**config.mk**
```make
export PLATFORM = sky130hd
export DESIGN_NAME = hazard_ctrl
export DESIGN_NICKNAME = d
export VERILOG_FILES = /design/src/rtl/riscv_pipe_pkg.sv /design/src/rtl/hazard_cmp.sv /design/src/rtl/hazard_ctrl.sv
export SDC_FILE = /design/constraint.sdc
export NUM_CORES = 1
export LEC_CHECK = 0
export BUFFER_PORTS_ARGS = -buffer_cell sky130_fd_sc_hd__buf_2
export CAP_MARGIN = 20
export CORE_MARGIN = 8
export CORE_UTILIZATION = 45
export CTS_BUF_LIST = sky130_fd_sc_hd__clkbuf_8
export CTS_CLUSTER_SIZE = 28
export DETAILED_ROUTE_END_ITERATION = 8
export MAX_ROUTING_LAYER = met4
export PLACE_DENSITY = 0.69
export SETUP_SLACK_MARGIN = 0.02
export SLEW_MARGIN = 20
export SYNTH_ARGS = -nofsm -noshare
export SYNTH_HDL_FRONTEND = slang
export SYNTH_SLANG_ARGS = --single-unit
export TNS_END_PERCENT = 20
```
**constraint.sdc**
```tcl
create_clock -name CLK -period 4.81 [get_ports CLK]
set_input_delay 0.481 -clock CLK [delete_from_list [all_inputs] [get_ports CLK]]
set_output_delay 0.481 -clock CLK [all_outputs]
set_load 0.02 [all_outputs]
```
**src/rtl/riscv_pipe_pkg.sv**
```systemverilog
// riscv_pipe_pkg: shared pipeline encodings for hazard control and forwarding
package riscv_pipe_pkg;
    typedef enum logic [1:0] {
        HZ_IDLE  = 2'd0,
        HZ_LU    = 2'd1,
        HZ_FLUSH = 2'd2,
        HZ_MEMW  = 2'd3
    } hz_state_t;
    localparam logic [4:0]  REG_X0    = 5'd0;
    localparam logic [31:0] NOP_INSTR = 32'h0000_0013;
endpackage

```
**src/rtl/hazard_cmp.sv**
```systemverilog
// hazard_cmp: load-use match of ID operands against the load destination in ID_EX
module hazard_cmp
    import riscv_pipe_pkg::*;
(
    input  logic [4:0] rs,
    input  logic [4:0] rt,
    input  logic       use_rs,
    input  logic       use_rt,
    input  logic       mem_read,
    input  logic [4:0] rd,
    output logic       hit
);
    assign hit = mem_read && rd != REG_X0 && ((use_rs && rs == rd) || (use_rt && rt == rd));
endmodule

```
**src/rtl/hazard_ctrl.sv**
```systemverilog
// hazard_ctrl: load-use stall, branch flush and memory-wait freeze for the ID/EX boundary
module hazard_ctrl
    import riscv_pipe_pkg::*;
#(
    parameter int LOAD_USE_STALL = 1,
    parameter int FLUSH_DEPTH    = 2,
    parameter int MEM_TIMEOUT    = 255,
    parameter int PERF_W         = 16
) (
    input  logic              CLK,
    input  logic              RESET,
    input  logic [4:0]        RSaddr_i,
    input  logic [4:0]        RTaddr_i,
    input  logic              uses_rs_i,
    input  logic              uses_rt_i,
    input  logic              ex_MemRead_i,
    input  logic [4:0]        ex_RDaddr_i,
    input  logic              branch_taken_i,
    input  logic              mem_req_i,
    input  logic              mem_ready_i,
    output logic              PCwrite_o,
    output logic              IF_IDwrite_o,
    output logic              ctrl_bubble_o,
    output logic              IF_IDflush_o,
    output logic              pipe_hold_o,
    output logic              mem_timeout_o,
    output logic [PERF_W-1:0] stall_cycles_o
);
    localparam int WW = $clog2(MEM_TIMEOUT + 1);
    localparam logic [WW-1:0] WMAX = WW'(MEM_TIMEOUT);
    hz_state_t state, state_n, saved, es;
    logic [1:0] cnt, cnt_n;
    logic [WW-1:0] wait_cnt, wait_n;
    logic lu, mw;
    hazard_cmp u_cmp (
        .rs(RSaddr_i), .rt(RTaddr_i), .use_rs(uses_rs_i), .use_rt(uses_rt_i),
        .mem_read(ex_MemRead_i), .rd(ex_RDaddr_i), .hit(lu)
    );
    assign mw = mem_req_i && !mem_ready_i;
    assign wait_n = mw ? (wait_cnt == WMAX ? wait_cnt : wait_cnt + 1'b1) : '0;
    // The release cycle of a memory wait already executes the saved state; cnt is frozen meanwhile.
    always_comb begin
        es = state == HZ_MEMW ? saved : state;
        state_n = es;
        cnt_n = cnt;
        PCwrite_o = 1'b1;
        IF_IDwrite_o = 1'b1;
        ctrl_bubble_o = 1'b0;
        IF_IDflush_o = 1'b0;
        pipe_hold_o = 1'b0;
        if (mw) begin
            pipe_hold_o = 1'b1;
            PCwrite_o = 1'b0;
            IF_IDwrite_o = 1'b0;
            state_n = HZ_MEMW;
        end else if (branch_taken_i) begin
            IF_IDflush_o = 1'b1;
            ctrl_bubble_o = 1'b1;
            state_n = FLUSH_DEPTH > 1 ? HZ_FLUSH : HZ_IDLE;
            cnt_n = 2'(FLUSH_DEPTH - 1);
        end else if (es == HZ_FLUSH) begin
            ctrl_bubble_o = 1'b1;
            cnt_n = cnt - 2'd1;
            state_n = cnt == 2'd1 ? HZ_IDLE : HZ_FLUSH;
        end else if (es == HZ_LU || lu) begin
            PCwrite_o = 1'b0;
            IF_IDwrite_o = 1'b0;
            ctrl_bubble_o = 1'b1;
            cnt_n = es == HZ_LU ? cnt - 2'd1 : 2'(LOAD_USE_STALL - 1);
            state_n = (es == HZ_LU ? cnt == 2'd1 : LOAD_USE_STALL == 1) ? HZ_IDLE : HZ_LU;
        end
        if (RESET) begin
            PCwrite_o = 1'b0;
            IF_IDwrite_o = 1'b0;
            ctrl_bubble_o = 1'b1;
            IF_IDflush_o = 1'b1;
            pipe_hold_o = 1'b0;
        end
    end
    always_ff @(posedge CLK or posedge RESET) begin
        if (RESET) begin
            state <= HZ_IDLE;
            saved <= HZ_IDLE;
            cnt <= '0;
            wait_cnt <= '0;
            mem_timeout_o <= 1'b0;
            stall_cycles_o <= '0;
        end else begin
            state <= state_n;
            cnt <= cnt_n;
            wait_cnt <= wait_n;
            if (mw && state != HZ_MEMW) saved <= state;
            mem_timeout_o <= mem_timeout_o | (wait_n == WMAX);
            if (!PCwrite_o && !(&stall_cycles_o)) stall_cycles_o <= stall_cycles_o + 1'b1;
        end
    end
endmodule

```
==> results of run 1 <==
-- worst max-delay path by stage --
stage / start / to / slack [ps]
2_1_floorplan: RESET / PCwrite_o / 2250
4_1_cts: ex_RDaddr_i[0] / ctrl_bubble_o / 2270
6_report: ex_RDaddr_i[0] / ctrl_bubble_o / 2280
5_1_grt: ex_RDaddr_i[0] / ctrl_bubble_o / 2170
3_3_place_gp: ex_RDaddr_i[0] / ctrl_bubble_o / 2290
3_5_place_dp: ex_RDaddr_i[0] / ctrl_bubble_o / 2280
-- placed cells by master (no fill, tap or decap), types with 3 or more instances in the layout --
cell type,n
a21oi_1,5
a31oi_1,7
and3_1,8
buf_2,44
clkbuf_8,7
dfrtp_1,31
ha_1,3
inv_1,6
nand2_1,19
nand3_1,12
nand4_1,5
nor2_1,12
nor3_1,10
nor3b_1,3
o21ai_0,8
xnor2_1,12
xor2_1,13
-- cells by family after synthesis --
family	synth area share [%]
fa+ha+maj	2.086
compound gates	12.93
flops	43.12
xor+xnor	12.17
buf+inv	2.712
mux	4.450
simple gates	22.53
-- power groups by stage --
stage | clock network [mW] | registers [mW] | logic [mW]
floorplan | 0 | 0.446 | 0.168
global placement | 0 | 0.399 | 0.313
detailed placement | 0 | 0.401 | 0.321
CTS | 0.236 | 0.396 | 0.322
global route | 0.245 | 0.409 | 0.349
finish | 0.228 | 0.395 | 0.316
-- sequential cells by signal, indices dropped and copies added (netlist names) --
signal / flops
saved: 2
mem_timeout_o: 1
wait_cnt: 8
state: 2
stall_cycles_o: 16
cnt: 2
-- worst max-delay path: cells and delay by family --
kind | cells | cell delay [ps]
AO/OA/AOI/OAI | 2 | 490
buffers and inverters | 2 | 290
AND/OR/NAND/NOR | 3 | 780
-- per-layer routing --
metal  track usage (%)  part of all wire [%]
met3             4.176                   5.7
met5                 -                     0
met4             6.111                   1.5
met1             14.67                    43
met2             22.19                    49
-- metrics by stage --
stage	area (um2)	util, %
final	2167	55.37
after global routing	2167	55.37
after CTS	2167	55.37
after detailed placement	2063	52.72
after global placement	2063	52.72
after floorplan	1799	-
-- final cells by class --
type / instances / share of cell area, %
Timing Repair Buffer: 45 / 10.51
Tap cell: 50 / 2.887
Clock inverter: 1 / 0.3464
Inverter: 6 / 1.039
Sequential cell: 31 / 35.80
Multi-Input combinational cell: 147 / 44.98
Clock buffer: 7 / 4.446
==> results.py, run 1 <==
metrics = {
    "global_routing": {
        "largest_net_degree_at_the_start_of_global_routing": 35,
        "grt_antenna_before_repair": 0,
        "grt_overflow": 0,
        "grt_pass1_wl_um": 6651,
        "grt.total_usage_pct": 13.51,
        "grt_pass1_vias": 1510,
    },
    "sta": {
        "layout_setup_ws_ps": 2281,
        "final.hold.worst_slack_ps": 288.1,
        "final.setup.tns_ps": 0,
        "clock_skew_ps": 6.328,
        "report.final.setup_viol": 0,
        "max_slew.worst_pin.slew_ps": 614.9,
        "final-hold-violation-count": 0,
        "grt_setup_unrepaired": "false",
        "slew_violations": 0,
        "timing.max_slew.rel_slack_pct": 58.78,
        "fin_crit_sh_pct": 52.57,
        "fmax_mhz": 395.5,
        "finalWorstPathRequiredPeriod_ps": 2529,
    },
    "power_and_ir_drop": {
        "power.switching_fraction_pct": 37.17,
        "reg_power_share_pct": 42.0,
        "power.net_switching_mw": 0.3494,
        "p_leak_nw": 0.9826,
        "total_power_mw": 0.9399,
        "power_per_cell_area_mw_per_mm2": 433.7,
        "peakVddDrop_mv": 0.2621,
        "power_frac_clock_pct": 24.3,
        "power_report.internal_total_mw": 0.5906,
        "combinationalPowerShare_pct": 33.7,
    },
    "cells_and_area": {
        "n_fill_cell": 367,
        "diodes": 0,
        "footprint_of_the_multi_input_gates_um2": 974.7,
        "area.growth.synth_to_final_pct": 20.45,
        "final_layout_size_suffix_gt1_share_pct": 25.74,
        "regArea_um2": 775.7,
        "finalNetCount": 262,
        "final-instance-count-excl-fill": 287,
    },
    "floorplanning": {
        "fp.dieArea_mm2": 0.006277,
        "die_h_um": 79.23,
        "die_width_um": 79.23,
        "num_rows": 23,
        "boundaryPins": 45,
        "start_util_pct": 45.97,
        "core_area_mm2": 0.003914,
    },
    "critical_path": {
        "critical_path.cell_chain": "buf_2, or4_1, o21a_1, and2_4, o31ai_1, nand2_1, buf_2",
        "rr_worst_depth": 6,
        "reg2reg_to": "stall_cycles_o[1]$_DFFE_PP0P_",
        "setup.worst_path.end_class": "output pin",
        "timing.critical_path.arrival_ps": 2050,
        "critPathMaxStageDelay_ps": 520,
        "cp_data_required_time_ps": 4330,
        "critPathMostFrequentCell": "buf_2",
        "startpoint_type": "input port",
        "critical_path.max_fanout": 4,
        "crit_type": "input port to output pin",
        "r2r_start": "stall_cycles_o[0]$_DFFE_PP0P_",
        "r2r_slack_ps": 2540,
        "critical-path-slowest-cell": "or4_1",
    },
    "route": {
        "via_count": 1532,
        "detailedRoute.firstPassIterationCount": 4,
        "wl_per_instance_um": 13.68,
        "via_per_inst": 5.338,
        "drc": 0,
        "detail_route.iter0.violations": 48,
        "antenna_violating_nets_post_route": 0,
        "drt_wl_total_um": 3925,
    },
    "clock_network": {
        "cts_root_buf": "clkbuf_8",
        "clk_pin_slew_worst_paths_ps": 60,
        "ctsResizeCount": 0,
        "clock_insertion_delay_worst_skew_ps": 280,
        "tritoncts": "yes",
        "cts_max_path_buffers": 2,
        "cts_setup_buffers": 0,
        "h_tree_depth": 2,
        "numCtsBuffers": 5,
        "tritoncts_num_sinks": 31,
        "ctsHoldBuffers": 0,
    },
    "synth": {
        "syn-instance-count": 188,
        "post_synthesis_cell_area_mm2": 0.001799,
        "yosysSeqAreaShare_pct": 43.12,
        "synth_seq_cells": 31,
        "postSynth.topFlopCell": "dfrtp_1",
        "post_synth_num_cell_types": 41,
        "ys_top_cells_by_area": "dfrtp_1 43%, xor2_1 6.3%, xnor2_1 5.8%, nand2_1 4.0%, nand3_1 3.3%",
        "mapped_nets": 214,
        "synth_enable_flop_cells": 0,
        "post_synth.cell_area_avg_um2": 9.570,
        "synth_top_cell_by_area": "dfrtp_1",
        "netlist.area_leader.share_pct": 43.12,
        "yosysWarningCount": 0,
        "async_reset_ff_share_pct": 100.0,
        "synth_most_common_cell": "dfrtp_1",
        "synth.cells.most_frequent": "31 x dfrtp_1, 19 x nand2_1, 13 x xor2_1",
    },
    "run": {
        "maxCapViolCount": 0,
    },
    "place": {
        "detailed_placer_s_ending_hpwl_um": 2937,
        "post-place-ws_ps": 2283,
        "number_of_placed_instances_taps_included": 279,
        "finalWeightedCongestion": 0.8073,
        "port_buffer_count": 44,
    },
    "run_status": {
        "run_status": "finished clean",
    },
    "worst_hold_path": {
        "hold_class": "input port to asynchronous set/reset pin",
    },
}
Note: power is estimated with default switching activity, not from simulation.
==> run 2: changes to the inputs <==
==> constraint.sdc (replaced) <==
create_clock -name CLK -period 2.45 [get_ports CLK]
set_input_delay 0.245 -clock CLK [delete_from_list [all_inputs] [get_ports CLK]]
set_output_delay 0.245 -clock CLK [all_outputs]
set_load 0.02 [all_outputs]
==> results.py, run 2 (synthesis results as in run 1) <==
metrics = {
    "run_status": {
        "run_status": "finished clean",
    },
    "route": {
        "dr_wl_met3_um": 214,
        "wl_per_instance_um": 13.51,
        "detailedRoute.firstPassIterationCount": 4,
        "m1WireLength_um": 1739,
        "met2WireLength_um": 1923,
        "drt_wl_total_um": 3931,
        "maxUsedRoutingLayer": "met4",
        "via_count": 1559,
        "detail_route.iter0.violations": 116,
        "drc": 0,
        "antenna_violating_nets_post_route": 0,
        "via_per_inst": 5.357,
    },
    "critical_path": {
        "cp_data_required_time_ps": 2200,
        "setup.worst_path.end_class": "output pin",
        "startpoint_type": "register",
        "critical_path.max_fanout": 10,
        "crit_type": "register to output pin",
        "timing.critical_path.arrival_ps": 1990,
    },
    "clock_network": {
        "cts_setup_buffers": 0,
        "cts_root_buf": "clkbuf_8",
        "tritoncts_num_sinks": 31,
        "tritoncts": "yes",
        "h_tree_depth": 2,
        "cts_max_path_buffers": 2,
        "clk_pin_slew_worst_paths_ps": 70,
        "ctsHoldBuffers": 0,
        "clock_insertion_delay_worst_skew_ps": 290,
        "numCtsBuffers": 5,
        "ctsResizeCount": 0,
    },
    "power_and_ir_drop": {
        "power.net_switching_mw": 0.6902,
        "power.switching_fraction_pct": 35.84,
        "total_power_mw": 1.926,
        "combinationalPowerShare_pct": 32.5,
        "reg_power_share_pct": 40.2,
        "p_leak_nw": 1.013,
        "peakVddDrop_mv": 0.7468,
        "power_frac_clock_pct": 27.4,
        "power_per_cell_area_mw_per_mm2": 871.1,
        "power_report.internal_total_mw": 1.236,
    },
    "cells_and_area": {
        "finish.instance_area_mm2": 0.002211,
        "largest_register_ffs": 16,
        "diodes": 0,
        "max_flop_register": "stall_cycles_o",
        "area.growth.synth_to_final_pct": 22.88,
        "layout_commonest_cell": "buf_2",
        "final_layout_size_suffix_gt1_share_pct": 26.97,
        "finalNetCount": 266,
        "layout_common_cells": "44 x buf_2, 31 x dfrtp_1, 19 x nand2_1, 13 x xor2_1",
        "final-instance-count-excl-fill": 291,
        "layout_top_registers": "stall_cycles_o x16, wait_cnt x8",
    },
    "floorplanning": {
        "fp.dieArea_mm2": 0.006277,
        "start_util_pct": 45.97,
        "die_h_um": 79.23,
        "core_area_mm2": 0.003914,
        "num_rows": 23,
        "boundaryPins": 45,
        "die_width_um": 79.23,
    },
    "place": {
        "port_buffer_count": 44,
        "finalWeightedCongestion": 0.8030,
        "dpl_cell_area_mm2": 0.002093,
        "number_of_placed_instances_taps_included": 283,
        "detailed_placer_s_ending_hpwl_um": 3046,
    },
    "sta": {
        "max_slew.worst_pin.slew_ps": 462.3,
        "finalWorstPathRequiredPeriod_ps": 2235,
        "timing.max_slew.rel_slack_pct": 68.97,
        "grt_setup_unrepaired": "false",
        "fmax_mhz": 447.5,
        "final.setup.tns_ps": 0,
        "fin_crit_sh_pct": 91.20,
        "slew_violations": 0,
        "final-hold-violation-count": 0,
        "final.hold.worst_slack_ps": 99.92,
        "report.final.setup_viol": 0,
        "clock_skew_ps": 8.818,
    },
    "global_routing": {
        "grt_overflow": 0,
        "grt_antenna_before_repair": 0,
        "largest_net_degree_at_the_start_of_global_routing": 34,
        "grt_pass1_wl_um": 6893,
        "grt_pass1_vias": 1572,
        "grt.total_usage_pct": 13.99,
    },
    "run": {
        "maxCapViolCount": 0,
    },
    "worst_hold_path": {
        "hold_class": "input port to asynchronous set/reset pin",
    },
}
## run 2: stage by stage
stage	setup WS (ps)	utilization (%)
final	215.5	56.49
after global routing	81.47	56.49
after CTS	224.4	56.49
after detailed placement	418.0	53.48
after global placement	409.7	53.48
after floorplan	351.1	-
## run 2: worst paths after layout
check                                              from                              to  slack (ps)  depth (start not counted)
min in group CLK                         branch_taken_i              state[0]$_DFF_PP0_         280                          2
max in group asynchronous                         RESET           wait_cnt[6]$_DFF_PP0_        2060                          3
worst max register to register       state[1]$_DFF_PP0_  stall_cycles_o[15]$_DFFE_PP0P_         520                          7
worst min-delay path                              RESET           wait_cnt[2]$_DFF_PP0_         100                          3
worst min register to register  mem_timeout_o$_DFF_PP0_         mem_timeout_o$_DFF_PP0_         470                          1
worst max-delay path                 state[1]$_DFF_PP0_                    IF_IDwrite_o         220                          6
## run 2: cell type report
| cell class | count | area, um2 |
|---|---|---|
| clock buffers | 6 | 82.58 |
| clock inverters | 2 | 35.03 |
| fillers | 378 | 1703 |
| inverters | 6 | 22.52 |
| multi-input cells | 147 | 974.7 |
| flip-flops and latches | 31 | 775.7 |
| well taps | 50 | 62.56 |
| repair buffers | 49 | 257.7 |
## run 2: worst max-delay path, cell delays in order, from the launching register on
cell     delay [ps]
dfrtp_1         380
inv_1            50
o21ai_1         380
a21oi_1         180
a31oi_4         320
buf_4           220
buf_2           180
## run 2: power groups by stage
stage,combinational (mW),clock (mW),sequential [mW]
2_1_floorplan,0.330,0,0.875
3_3_place_gp,0.626,0,0.782
3_5_place_dp,0.635,0,0.786
4_1_cts,0.640,0.537,0.775
5_1_grt,0.695,0.560,0.799
6_report,0.625,0.527,0.774
## run 2: metal layers
metal	track usage, %	vias to the layer above
met4	5.556	0
met2	23.34	35
met5	-	-
li1	-	783
met3	4.063	8
met1	15.34	733
